[config.mk]
export PLATFORM = sky130hd
export DESIGN_NAME = cb_rd_arbiter
export DESIGN_NICKNAME = d
export VERILOG_FILES = /design/src/rtl/utils_pkg.sv /design/src/rtl/fifo.sv /design/src/rtl/cb_rd_arbiter.sv
export SDC_FILE = /design/constraint.sdc
export NUM_CORES = 1
export LEC_CHECK = 0
export BUFFER_PORTS_ARGS = -buffer_cell sky130_fd_sc_hd__clkbuf_2
export CORE_AREA = 10 10 170 172
export DETAILED_ROUTE_END_ITERATION = 7
export DIE_AREA = 0 0 180 182
export GPL_TIMING_DRIVEN = 0
export MAX_ROUTING_LAYER = met4
export PLACE_DENSITY = 0.33
export SETUP_SLACK_MARGIN = 0.4
export SYNTH_ARGS = -nofsm -noshare
export SYNTH_HDL_FRONTEND = slang
export SYNTH_SLANG_ARGS = --single-unit
[constraint.sdc]
create_clock -name clk -period 2.2 [get_ports clk]
set_input_delay 0.44 -clock clk [delete_from_list [all_inputs] [get_ports clk]]
set_output_delay 0.44 -clock clk [all_outputs]
set_load 0.01 [all_outputs]
[src/rtl/utils_pkg.sv]
// utils_pkg: shared core-bus types, master IDs and read-arbiter FSM states.
package utils_pkg;
  typedef enum logic {MID_INSTR = 1'b0, MID_DATA = 1'b1} master_id_e;
  typedef enum logic [1:0] {ARB_IDLE, ARB_INSTR, ARB_DATA} arb_state_e;
  typedef struct packed {
    logic        rd_addr_valid;
    logic [31:0] rd_addr;
    logic [2:0]  rd_size;
    logic        rd_ready;
    logic        wr_addr_valid;
    logic [31:0] wr_addr;
    logic [2:0]  wr_size;
    logic        wr_data_valid;
    logic [31:0] wr_data;
    logic [3:0]  wr_strb;
    logic        wr_resp_ready;
  } s_cb_mosi_t;
  typedef struct packed {
    logic        rd_addr_ready;
    logic        rd_valid;
    logic [31:0] rd_data;
    logic [1:0]  rd_resp;
    logic        wr_addr_ready;
    logic        wr_data_ready;
    logic        wr_resp_valid;
    logic [1:0]  wr_resp;
  } s_cb_miso_t;
endpackage

[src/rtl/fifo.sv]
// fifo: small synchronous FIFO; push while full is accepted only alongside a pop.
module fifo #(
  parameter int SLOTS = 2,
  parameter int WIDTH = 1
) (
  input  logic             clk,
  input  logic             rst,
  input  logic             push_i,
  input  logic [WIDTH-1:0] data_i,
  input  logic             pop_i,
  output logic [WIDTH-1:0] data_o,
  output logic             empty_o,
  output logic             full_o
);
  localparam int AW = $clog2(SLOTS);
  localparam logic [AW:0] FULL_CNT = SLOTS[AW:0];
  logic [WIDTH-1:0] mem_q [SLOTS];
  logic [AW-1:0] wr_ptr_q, rd_ptr_q;
  logic [AW:0] cnt_q;
  logic do_push, do_pop;
  assign empty_o = cnt_q == '0;
  assign full_o  = cnt_q == FULL_CNT;
  assign do_pop  = pop_i && !empty_o;
  assign do_push = push_i && (!full_o || do_pop);
  assign data_o  = mem_q[rd_ptr_q];
  always_ff @(posedge clk or posedge rst)
    if (rst) begin
      wr_ptr_q <= '0;
      rd_ptr_q <= '0;
      cnt_q    <= '0;
    end else begin
      if (do_push) wr_ptr_q <= wr_ptr_q + 1'b1;
      if (do_pop) rd_ptr_q <= rd_ptr_q + 1'b1;
      cnt_q <= cnt_q + {{AW{1'b0}}, do_push} - {{AW{1'b0}}, do_pop};
    end
  always_ff @(posedge clk)
    if (do_push) mem_q[wr_ptr_q] <= data_i;
endmodule

[src/rtl/cb_rd_arbiter.sv]
// cb_rd_arbiter: arbitrates fetch and LSU reads onto one core-bus slave;
// responses are steered by an in-order queue of issuing master IDs.
module cb_rd_arbiter
  import utils_pkg::*;
#(
  parameter int MAX_OUTSTANDING = 2,
  parameter bit DATA_PRIORITY   = 1'b1
) (
  input  logic       clk,
  input  logic       rst,
  input  s_cb_mosi_t instr_cb_mosi_i,
  output s_cb_miso_t instr_cb_miso_o,
  input  s_cb_mosi_t data_cb_mosi_i,
  output s_cb_miso_t data_cb_miso_o,
  output s_cb_mosi_t cb_mosi_o,
  input  s_cb_miso_t cb_miso_i,
  output logic       rsp_err_o
);
  arb_state_e state_q, state_d;
  master_id_e last_grant_q, last_grant_d, gnt, head;
  logic [0:0] head_bits;
  logic gnt_vld, q_full, q_empty, accept, pop, slot_ok, rsp_instr, rsp_data;
  logic unused_instr_wr;
  assign unused_instr_wr = ^{instr_cb_mosi_i.wr_addr_valid, instr_cb_mosi_i.wr_addr,
                             instr_cb_mosi_i.wr_size, instr_cb_mosi_i.wr_data_valid,
                             instr_cb_mosi_i.wr_data, instr_cb_mosi_i.wr_strb,
                             instr_cb_mosi_i.wr_resp_ready};
  // Owner states lock the grant; in idle a tie goes to data unless round-robin says otherwise.
  always_comb begin
    gnt = state_q == ARB_DATA ? MID_DATA
        : state_q == ARB_INSTR ? MID_INSTR
        : (instr_cb_mosi_i.rd_addr_valid && data_cb_mosi_i.rd_addr_valid)
          ? ((DATA_PRIORITY || last_grant_q == MID_INSTR) ? MID_DATA : MID_INSTR)
        : data_cb_mosi_i.rd_addr_valid ? MID_DATA : MID_INSTR;
    gnt_vld      = gnt == MID_DATA ? data_cb_mosi_i.rd_addr_valid : instr_cb_mosi_i.rd_addr_valid;
    slot_ok      = gnt_vld && !q_full;
    accept       = slot_ok && cb_miso_i.rd_addr_ready;
    state_d      = accept ? ARB_IDLE : gnt_vld ? (gnt == MID_DATA ? ARB_DATA : ARB_INSTR) : state_q;
    last_grant_d = accept ? gnt : last_grant_q;
  end
  always_ff @(posedge clk or posedge rst)
    if (rst) begin
      state_q      <= ARB_IDLE;
      last_grant_q <= MID_INSTR;
    end else begin
      state_q      <= state_d;
      last_grant_q <= last_grant_d;
    end
  fifo #(.SLOTS(MAX_OUTSTANDING), .WIDTH(1)) u_track (
    .clk     (clk),
    .rst     (rst),
    .push_i  (accept),
    .data_i  (gnt),
    .pop_i   (pop),
    .data_o  (head_bits),
    .empty_o (q_empty),
    .full_o  (q_full)
  );
  assign head      = master_id_e'(head_bits);
  assign rsp_instr = cb_miso_i.rd_valid && !q_empty && head == MID_INSTR;
  assign rsp_data  = cb_miso_i.rd_valid && !q_empty && head == MID_DATA;
  assign pop       = cb_miso_i.rd_valid && cb_mosi_o.rd_ready;
  assign rsp_err_o = cb_miso_i.rd_valid && q_empty;
  always_comb begin
    cb_mosi_o               = data_cb_mosi_i;
    cb_mosi_o.rd_addr_valid = slot_ok;
    cb_mosi_o.rd_addr       = !gnt_vld ? '0 : gnt == MID_DATA ? data_cb_mosi_i.rd_addr : instr_cb_mosi_i.rd_addr;
    cb_mosi_o.rd_size       = !gnt_vld ? '0 : gnt == MID_DATA ? data_cb_mosi_i.rd_size : instr_cb_mosi_i.rd_size;
    cb_mosi_o.rd_ready      = !q_empty && (head == MID_DATA ? data_cb_mosi_i.rd_ready : instr_cb_mosi_i.rd_ready);
    data_cb_miso_o               = cb_miso_i;
    data_cb_miso_o.rd_addr_ready = accept && gnt == MID_DATA;
    data_cb_miso_o.rd_valid      = rsp_data;
    data_cb_miso_o.rd_data       = rsp_data ? cb_miso_i.rd_data : '0;
    data_cb_miso_o.rd_resp       = rsp_data ? cb_miso_i.rd_resp : '0;
    instr_cb_miso_o               = '0;
    instr_cb_miso_o.rd_addr_ready = accept && gnt == MID_INSTR;
    instr_cb_miso_o.rd_valid      = rsp_instr;
    instr_cb_miso_o.rd_data       = rsp_instr ? cb_miso_i.rd_data : '0;
    instr_cb_miso_o.rd_resp       = rsp_instr ? cb_miso_i.rd_resp : '0;
  end
endmodule

==> results.sh, run 1 <==
export IMPL_status="completed"
export IMPL_dr_total_vias=3350
export IMPL_timing_critical_path_max_delay_family="buffers and inverters"
export IMPL_avgSynthCellArea_sq_um=6.41
export IMPL_ir_drop_v=0.000263
export IMPL_timing_critical_path_buf_inv=3
export IMPL_tritoncts="done"
export IMPL_cts_root_buffer="clkbuf_16"
export IMPL_grtUsageTotal_pct=8.23
export IMPL_grt_overflow_total=0
export IMPL_crit_path_start_kind="flip-flop"
export IMPL_critPathArrivalTime_ps=1740
export IMPL_hpwl_microns=12300
export IMPL_post_synth_num_cell_types=27
export IMPL_period_share_pct=98.9
export IMPL_ios=459
export IMPL_grt_pass1_wl_microns=21000
export IMPL_numCtsBuffers=3
export IMPL_drt_first_pass_iters=5
export IMPL_drtIter0Drc=50
export IMPL_layout_common_cells="204 x clkbuf_2, 94 x buf_4, 59 x buf_6, 59 x nand2_1, 54 x and2_4"
export IMPL_worst_path_max_fanout=10
export IMPL_setup_worst_path_class="reg -> out"
export IMPL_drive_gt1_share_pct=83.7
export IMPL_slowest_stage="dfrtp_1"
export IMPL_cts_htree_levels=1
export IMPL_synth_area_leaders="buf_4 32%, and2_1 21%, nand2_1 13%"
export IMPL_rsz0062_at_grt="yes"
export IMPL_synth_area_sq_um=2080
export IMPL_fillCellCount=2833
export IMPL_antenna_found_initial=0
export IMPL_final_util_pct=21.3
export IMPL_leakagePower_nw=2.91
export IMPL_synthCells=325
export IMPL_clkLatencyLatePin_ps=230
export IMPL_cts_buffer_depth=2
export IMPL_synth_top_area_share_pct=32.5
export IMPL_synth_seq_area_share_pct=10.1
export IMPL_io_buffer_count=300
export IMPL_fin_nets=926
export IMPL_yosys_register_bits=8
export IMPL_whs_ps=101
export IMPL_grt_max_degree=11
export IMPL_synth_largest_area_cell="buf_4"
export IMPL_cts_sinks=8
export IMPL_design_die_area_sq_um=32800
export IMPL_core_sq_um=25600
export IMPL_path_clk_slew_ps=40
export IMPL_path_cells="and2b_2 -> a21oi_4 -> buf_12 -> buf_8 -> nand2_1 -> a21oi_2 -> buf_2"
export IMPL_ant_nets=0
export IMPL_total_power_w=0.00381
export IMPL_setup_viol=0
export IMPL_initial_core_util_pct=8.13
export IMPL_worst_ep_required_time_ps=1760
export IMPL_gp_congestion=0.745
export IMPL_rows=59
export IMPL_die_h_microns=182
export IMPL_area_delta_synth_final_pct=162
export IMPL_power_density_nw_per_um2=697
export IMPL_viasPerCell=3.37
export IMPL_antennaDiodeCount=0
export IMPL_die_w_microns=180
export IMPL_min_period_ps=2180
export IMPL_fin_worst_skew_ps=2.52
export IMPL_hold_class="in -> async"
export IMPL_mostFrequentLayoutCell="clkbuf_2"
export IMPL_finalHoldViolCount=0
export IMPL_yosys_warnings=0
export IMPL_wirelength_microns=15200
export IMPL_first_global_vias=3664
export IMPL_slew_viol_final=0
export IMPL_wl_per_cell_microns=15.3
export IMPL_drc=0
export IMPL_cp_slowest_stage_delay_ps=390
export IMPL_clock_fmax_mhz=460
export IMPL_max_cap_violations=0
export IMPL_end_kind="output pin"
## what timing repair did
action | CTS | global route
endpoints found under the hold margin | 0 | 0
hold buffers | 0 | 0
setup endpoints to repair | 111 | 111
setup buffers | 14 | 3
gates resized for setup | 138 | 218
gates cloned | 7 | 1
pin swaps | 23 | 23
## synth_stat cells (all sizes together)
master  instances
nand2b          3
nand2          70
edfxtp          2
xor2            2
nor2            7
or2             1
nor3b           1
and2           71
inv             4
nand3b          1
and2b           2
conb            1
a221oi          2
dfrtp           6
mux2i           2
ha              2
xnor2           2
nor3            3
nor2b           1
a21oi          38
clkbuf          4
buf            99
o21ai           1
## metrics by stage
stage | TNS (ps) | std cells | worst slack [ps] | instance area, sq um
6_report | 0 | 993 | 23.9 | 5460
2_1_floorplan | 0 | 329 | 389 | 2110
4_1_cts | 0 | 989 | 20.3 | 4920
3_3_place_gp | -10470 | 964 | -318 | 4030
3_5_place_dp | -8970 | 964 | -282 | 4030
5_1_grt | -87.2 | 993 | -37.9 | 5460
## registers in the layout, summed over array words and instances, names as in the netlist
| signal | flops |
|---|---|
| u_track.mem_q | 2 |
| u_track.rd_ptr_q | 1 |
| state_q | 2 |
| u_track.cnt_q | 2 |
| u_track.wr_ptr_q | 1 |
## power by group
part           internal (W)  leakage (nW)  total, W  switching, W
logic               0.00175          2.78   0.00320       0.00146
registers          0.000219        0.0869  0.000292     0.0000734
clock network      0.000241        0.0382  0.000312     0.0000706
total               0.00221          2.91   0.00381       0.00160
## layout make-up
cell class | instances | area, sq um | share of cell area, %
sequential | 8 | 213 | 3.89
multi-input combinational | 215 | 1580 | 28.9
inverter | 4 | 22.5 | 0.412
buffer | 103 | 912 | 16.7
tap | 335 | 419 | 7.67
timing repair buffer | 324 | 2240 | 40.9
clock buffer | 4 | 78.8 | 1.44
## cells by family after synthesis
logic type | Yosys count | share of synthesized area [%]
muxes | 2 | 0.962
xor gates and xnor gates | 4 | 1.68
adders and majority gates | 2 | 1.20
DFF | 8 | 10.1
buffers and inverters | 107 | 36.1
other | 1 | 0.180
AOI/OAI and AO/OA | 41 | 10.9
and+or+nand+nor | 160 | 38.9
## final timing paths
kind / slack (ps) / to / cells after the start / startpoint
max in group asynchronous: 1880 / state_q[1]$_DFFE_PP0P_ / 2 / rst
setup / recovery: 20 / cb_mosi_o[88] / 7 / state_q[0]$_DFFE_PP0P_
min in group clk: 490 / state_q[0]$_DFFE_PP0P_ / 2 / instr_cb_mosi_i[110]
hold reg to reg: 490 / u_track.wr_ptr_q$_DFFE_PP0N_ / 1 / u_track.wr_ptr_q$_DFFE_PP0N_
setup reg to reg: 150 / u_track.cnt_q[1]$_DFF_PP0_ / 9 / u_track.rd_ptr_q$_DFFE_PP0P_
hold / removal: 100 / u_track.wr_ptr_q$_DFFE_PP0N_ / 2 / rst
## routing by layer
layer / vias up / routed length, microns / GRT usage, %
met3: 21 / 1310 / 2.13
met4: 0 / 362 / 1.95
met5: - / 0 / -
li1: 1595 / - / -
met2: 255 / 8070 / 15.7
met1: 1479 / 5460 / 8.14
No activity file was read; power rests on OpenSTA's default activity.
==> run 2, diff against run 1 <==
--- a/config.mk
+++ b/config.mk
@@ -7,6 +7,7 @@
 export LEC_CHECK = 0
 export BUFFER_PORTS_ARGS = -buffer_cell sky130_fd_sc_hd__clkbuf_2
 export CORE_AREA = 10 10 170 172
+export CTS_BUF_LIST = sky130_fd_sc_hd__clkbuf_8
 export DETAILED_ROUTE_END_ITERATION = 7
 export DIE_AREA = 0 0 180 182
 export GPL_TIMING_DRIVEN = 0
==> constraint.sdc (replaced) <==
create_clock -name clk -period 2.1 [get_ports clk]
set_input_delay 0.42 -clock clk [delete_from_list [all_inputs] [get_ports clk]]
set_output_delay 0.42 -clock clk [all_outputs]
set_load 0.01 [all_outputs]
==> run 2 against run 1 <==
  * The run now ends with setup timing left
  * Flip-flop and latch count stayed put
  * Power is 15% higher
  * Global-route usage is 0.11 points higher
  * Clock power is 40% lower
  * Final cell count is 1.5% higher
  * Clock-buffer cell count is 1 lower
  * Sequential power is 11% higher
  * Critical endpoint is now cb_mosi_o[83]
  * Largest cell class unchanged
  * Largest power group unchanged
==> results.sh, run 2 (synthesis gave the netlist of run 1 again) <==
export IMPL_multi_input_area_sq_um=1740
export IMPL_end_kind="output pin"
export IMPL_status="finished with violations"
export IMPL_cts_buffer_depth=2
export IMPL_ant_nets=0
export IMPL_drc=0
export IMPL_max_cap_violations=0
export IMPL_ios=459
export IMPL_grtUsageTotal_pct=8.34
export IMPL_slowest_stage="dfrtp_2"
export IMPL_initial_core_util_pct=8.13
export IMPL_timing_critical_path_max_delay_family="buffers and inverters"
export IMPL_worst_ep_required_time_ps=1680
export IMPL_crit_top_cell="buf_12"
export IMPL_whs_ps=96.4
export IMPL_grt_pass1_wl_microns=21700
export IMPL_fin_nets=941
export IMPL_die_h_microns=182
export IMPL_leakagePower_nw=3.14
export IMPL_use_met1_pct=8.80
export IMPL_cts_htree_levels=1
export IMPL_critPathArrivalTime_ps=1780
export IMPL_crit_path_start_kind="flip-flop"
export IMPL_core_sq_um=25600
export IMPL_path_cells="and2b_2 -> a21oi_4 -> buf_12 -> buf_12 -> clkbuf_16 -> nand2_4 -> a21oi_2 -> buf_2"
export IMPL_ir_drop_v=0.000381
export IMPL_period_share_pct=105
export IMPL_drive_gt1_share_pct=88.0
export IMPL_first_global_vias=3876
export IMPL_slew_viol_final=0
export IMPL_setup_worst_path_class="reg -> out"
export IMPL_rows=59
export IMPL_violations="setup timing"
export IMPL_drt_first_pass_iters=4
export IMPL_reg_top3="state_q (2), u_track.cnt_q (2), u_track.mem_q (2)"
export IMPL_fillCellCount=2783
export IMPL_power_density_nw_per_um2=734
export IMPL_use_met3_pct=2.07
export IMPL_regArea_sq_um=214
export IMPL_numCtsBuffers=3
export IMPL_setup_slack_ps=-96.3
export IMPL_grt_max_degree=11
export IMPL_area_delta_synth_final_pct=187
export IMPL_hold_class="in -> async"
export IMPL_cts_sinks=8
export IMPL_fin_worst_skew_ps=0.780
export IMPL_rsz0062_at_grt="yes"
export IMPL_drtIter0Drc=55
export IMPL_design_die_area_sq_um=32800
export IMPL_layout_common_cells="195 x clkbuf_2, 97 x buf_4, 65 x and2_4"
export IMPL_cp_slowest_stage_delay_ps=390
export IMPL_antennaDiodeCount=0
export IMPL_io_buffer_count=300
export IMPL_busiest_layer="met2"
export IMPL_mostFrequentLayoutCell="clkbuf_2"
export IMPL_dr_total_vias=3410
export IMPL_wl_per_cell_microns=15.2
export IMPL_grtUsageMet2_pct=15.5
export IMPL_hpwl_microns=12600
export IMPL_clock_fmax_mhz=455
export IMPL_finalHoldViolCount=0
export IMPL_die_w_microns=180
export IMPL_viasPerCell=3.38
export IMPL_cts_hold_buf=0
export IMPL_clkLatencyLatePin_ps=220
export IMPL_timing_critical_path_buf_inv=4
export IMPL_gp_congestion=0.784
export IMPL_wirelength_microns=15300
export IMPL_path_clk_slew_ps=40
export IMPL_antenna_found_initial=0
export IMPL_min_period_ps=2200
export IMPL_total_power_w=0.00439
export IMPL_tritoncts="done"
export IMPL_grt_overflow_total=0
export IMPL_worst_path_max_fanout=6
export IMPL_setup_viol=55
export IMPL_cts_root_buffer="clkbuf_8"
-- run 2: metal layers --
layer / part of all wire [%] / vias up
met3: 8.2 / 14
li1: - / 1624
met2: 52 / 235
met5: 0 / -
met4: 2.2 / 0
met1: 37 / 1537
-- run 2: path summary, 6_finish.rpt --
kind / startpoint / endpoint / slack, ps / cells past startpoint
hold / removal: rst / u_track.wr_ptr_q$_DFFE_PP0N_ / 100 / 2
min in group clk: data_cb_mosi_i[110] / state_q[1]$_DFFE_PP0P_ / 480 / 2
setup / recovery: state_q[0]$_DFFE_PP0P_ / cb_mosi_o[83] / -100 / 8
setup reg to reg: u_track.rd_ptr_q$_DFFE_PP0P_ / u_track.cnt_q[1]$_DFF_PP0_ / 60 / 9
max in group asynchronous: rst / u_track.cnt_q[1]$_DFF_PP0_ / 1780 / 2
hold reg to reg: u_track.wr_ptr_q$_DFFE_PP0N_ / u_track.wr_ptr_q$_DFFE_PP0N_ / 500 / 1
-- run 2: timing repair --
item | 4_1_cts | 5_1_grt
pin swaps | 57 | 51
resized for setup | 175 | 223
buffers inserted | 21 | 7
cloned | 7 | 5
setup endpoints to repair | 113 | 112
-- run 2: where the power goes --
group / internal [W] / switching, W
logic: 0.00222 / 0.00166
registers: 0.000229 / 0.0000937
clock network: 0.000127 / 0.0000614
-- run 2: cell type report --
type                    count  share of cell area [%]
flip-flops and latches      8                    3.58
clock inverters             1                  0.0628
clock buffers               3                   0.691
multi-input cells         215                    29.1
well taps                 335                    7.01
repair buffers            339                    43.8
plain buffers             103                    15.4
inverters                   4                   0.335
-- run 2: per-stage QoR --
step	std cells	setup WS, ps	TNS (ps)	util (%)	cell area [sq um]
after floorplan	329	310	0	-	2280
final	1008	-96.3	-2040	23.3	5980
after global routing	1008	-164	-9640	23.3	5980
after detailed placement	964	-261	-10450	16.4	4200
after global placement	964	-285	-10110	16.4	4200
after CTS	996	-106	-3310	20.5	5260
==> run 3, diff against run 2 <==
--- a/config.mk
+++ b/config.mk
@@ -13,6 +13,7 @@
 export GPL_TIMING_DRIVEN = 0
 export MAX_ROUTING_LAYER = met4
 export PLACE_DENSITY = 0.33
+export RECOVER_POWER = 100
 export SETUP_SLACK_MARGIN = 0.4
 export SYNTH_ARGS = -nofsm -noshare
 export SYNTH_HDL_FRONTEND = slang
==> run 3 against run 2 <==
  * The flow still finishes with violations (setup timing)
  * Hold slack lost 1.1 ps
  * Clock skew about the same
  * Critical endpoint unchanged
  * Non-clock buffer count unchanged
  * Largest power group unchanged
  * Global-route usage stayed put
  * Clock-buffer cell count unchanged
  * Design area is 1.7% lower
  * Via count is 0.15% lower
  * Critical path depth is the same
  * Final cell count unchanged
  * Setup slack worse by 2.4 ps
==> results.sh, run 3 (synthesis gave the netlist of run 1 again) <==
export IMPL_status="finished with violations"
export IMPL_violations="setup timing"
export IMPL_total_power_w=0.00437
export IMPL_ir_drop_v=0.000381
export IMPL_path_cells="and2b_2 -> a21oi_4 -> buf_12 -> buf_12 -> clkbuf_16 -> nand2_4 -> a21oi_2 -> buf_2"
export IMPL_worst_ep_required_time_ps=1680
export IMPL_mostFrequentLayoutCell="clkbuf_2"
export IMPL_path_clk_slew_ps=40
export IMPL_first_global_vias=3876
export IMPL_drive_gt1_share_pct=76.2
export IMPL_finalHoldViolCount=0
export IMPL_crit_top_cell="buf_12"
export IMPL_end_kind="output pin"
export IMPL_power_density_nw_per_um2=744
export IMPL_antennaDiodeCount=0
export IMPL_fin_worst_skew_ps=0.713
export IMPL_setup_slack_ps=-98.8
export IMPL_grtUsageTotal_pct=8.34
export IMPL_cp_slowest_stage_delay_ps=390
export IMPL_gp_congestion=0.784
export IMPL_min_period_ps=2200
export IMPL_leakagePower_nw=2.90
export IMPL_slowest_stage="dfrtp_2"
export IMPL_clock_fmax_mhz=455
export IMPL_layout_common_cells="116 x clkbuf_2, 97 x buf_4, 79 x clkbuf_1"
export IMPL_worst_path_max_fanout=6
export IMPL_setup_worst_path_class="reg -> out"
export IMPL_slew_viol_final=0
export IMPL_drtIter0Drc=46
export IMPL_drc=0
export IMPL_dr_total_vias=3405
export IMPL_hpwl_microns=12600
export IMPL_tritoncts="done"
export IMPL_grt_max_degree=11
export IMPL_reg_top3="state_q (2), u_track.cnt_q (2), u_track.mem_q (2)"
export IMPL_grt_overflow_total=0
export IMPL_rsz0062_at_grt="yes"
export IMPL_die_h_microns=182
export IMPL_design_die_area_sq_um=32800
export IMPL_drt_first_pass_iters=4
export IMPL_clkLatencyLatePin_ps=230
export IMPL_cts_root_buffer="clkbuf_8"
export IMPL_final_util_pct=22.9
export IMPL_period_share_pct=105
export IMPL_viasPerCell=3.38
export IMPL_timing_critical_path_buf_inv=4
export IMPL_cts_sinks=8
export IMPL_initial_core_util_pct=8.13
export IMPL_ios=459
export IMPL_setup_tns_ps=-2010
export IMPL_grt_pass1_wl_microns=21700
export IMPL_whs_ps=95.3
export IMPL_fin_nets=941
export IMPL_area_delta_synth_final_pct=182
export IMPL_rows=59
export IMPL_critPathArrivalTime_ps=1780
export IMPL_setup_viol=52
export IMPL_io_buffer_count=300
export IMPL_cts_buffer_depth=2
export IMPL_core_sq_um=25600
export IMPL_timing_critical_path_max_delay_family="buffers and inverters"
export IMPL_numCtsBuffers=3
export IMPL_crit_path_start_kind="flip-flop"
export IMPL_antenna_found_initial=0
export IMPL_hold_class="in -> async"
export IMPL_max_cap_violations=0
export IMPL_wirelength_microns=15400
export IMPL_cts_htree_levels=1
export IMPL_wl_per_cell_microns=15.3
export IMPL_die_w_microns=180
export IMPL_ant_nets=0
## run 3: cell counts in the layout (fill, tap and decap cells not counted)
Identical to the previous run, type by type.
## run 3: timing repair
item                                    4_1_cts  5_1_grt
endpoints found under the hold margin         0        0
cloned                                        7        5
pin swaps                                    57       51
gates resized for setup                     175      223
endpoints found under the setup margin      113      112
hold buffers                                  0        0
buffers inserted                             21        7
## run 3: routing by layer
layer,up-vias,global-route usage (%),wire [microns]
met3,14,2.07,1270
met4,0,1.62,336
met1,1535,8.80,5810
met5,-,-,0
met2,233,15.5,8010
li1,1623,-,-
## run 3: layout make-up
| type | count | area [sq um] |
|---|---|---|
| well taps | 335 | 419 |
| clock buffers | 3 | 41.3 |
| clock inverters | 1 | 3.75 |
| repair buffers | 339 | 2520 |
| fillers | 2820 | 19700 |
| flip-flops and latches | 8 | 214 |
| inverters | 4 | 20.0 |
| multi-input cells | 215 | 1740 |
| plain buffers | 103 | 918 |
## run 3: worst paths after layout
check                                                  start                      endpoint  slack (ps)  cells after the start
worst min register to register  u_track.wr_ptr_q$_DFFE_PP0N_  u_track.wr_ptr_q$_DFFE_PP0N_         500                      1
worst max register to register  u_track.rd_ptr_q$_DFFE_PP0P_    u_track.cnt_q[1]$_DFF_PP0_          70                      9
worst max-delay path                  state_q[0]$_DFFE_PP0P_                 cb_mosi_o[83]        -100                      8
min in group clk                         data_cb_mosi_i[110]        state_q[1]$_DFFE_PP0P_         490                      2
worst min-delay path                                     rst    u_track.cnt_q[0]$_DFF_PP0_         100                      2
max in group asynchronous                                rst    u_track.cnt_q[1]$_DFF_PP0_        1780                      2
## run 3: metrics by stage
stage          instance area, sq um  worst slack (ps)  cells
3_3_place_gp                   4200              -285    964
6_report                       5880             -98.8   1008
5_1_grt                        5880              -164   1008
2_1_floorplan                  2280               310    329
3_5_place_dp                   4200              -261    964
4_1_cts                        5260              -106    996
## run 3: power breakdown
part	leakage, nW	switching (W)	internal [W]
logic	2.79	0.00166	0.00220
clock network	0.0269	0.0000626	0.000127
registers	0.0854	0.0000958	0.000229
total	2.90	0.00181	0.00256
## run 3: worst register-to-register path, stage by stage (launching register included)
cell	delay [ps]
dfrtp_1	390
mux2i_4	350
buf_6	150
mux2i_4	260
nor2_4	70
ha_4	260
inv_2	30
ha_4	150
xnor2_2	130
xnor2_1	120
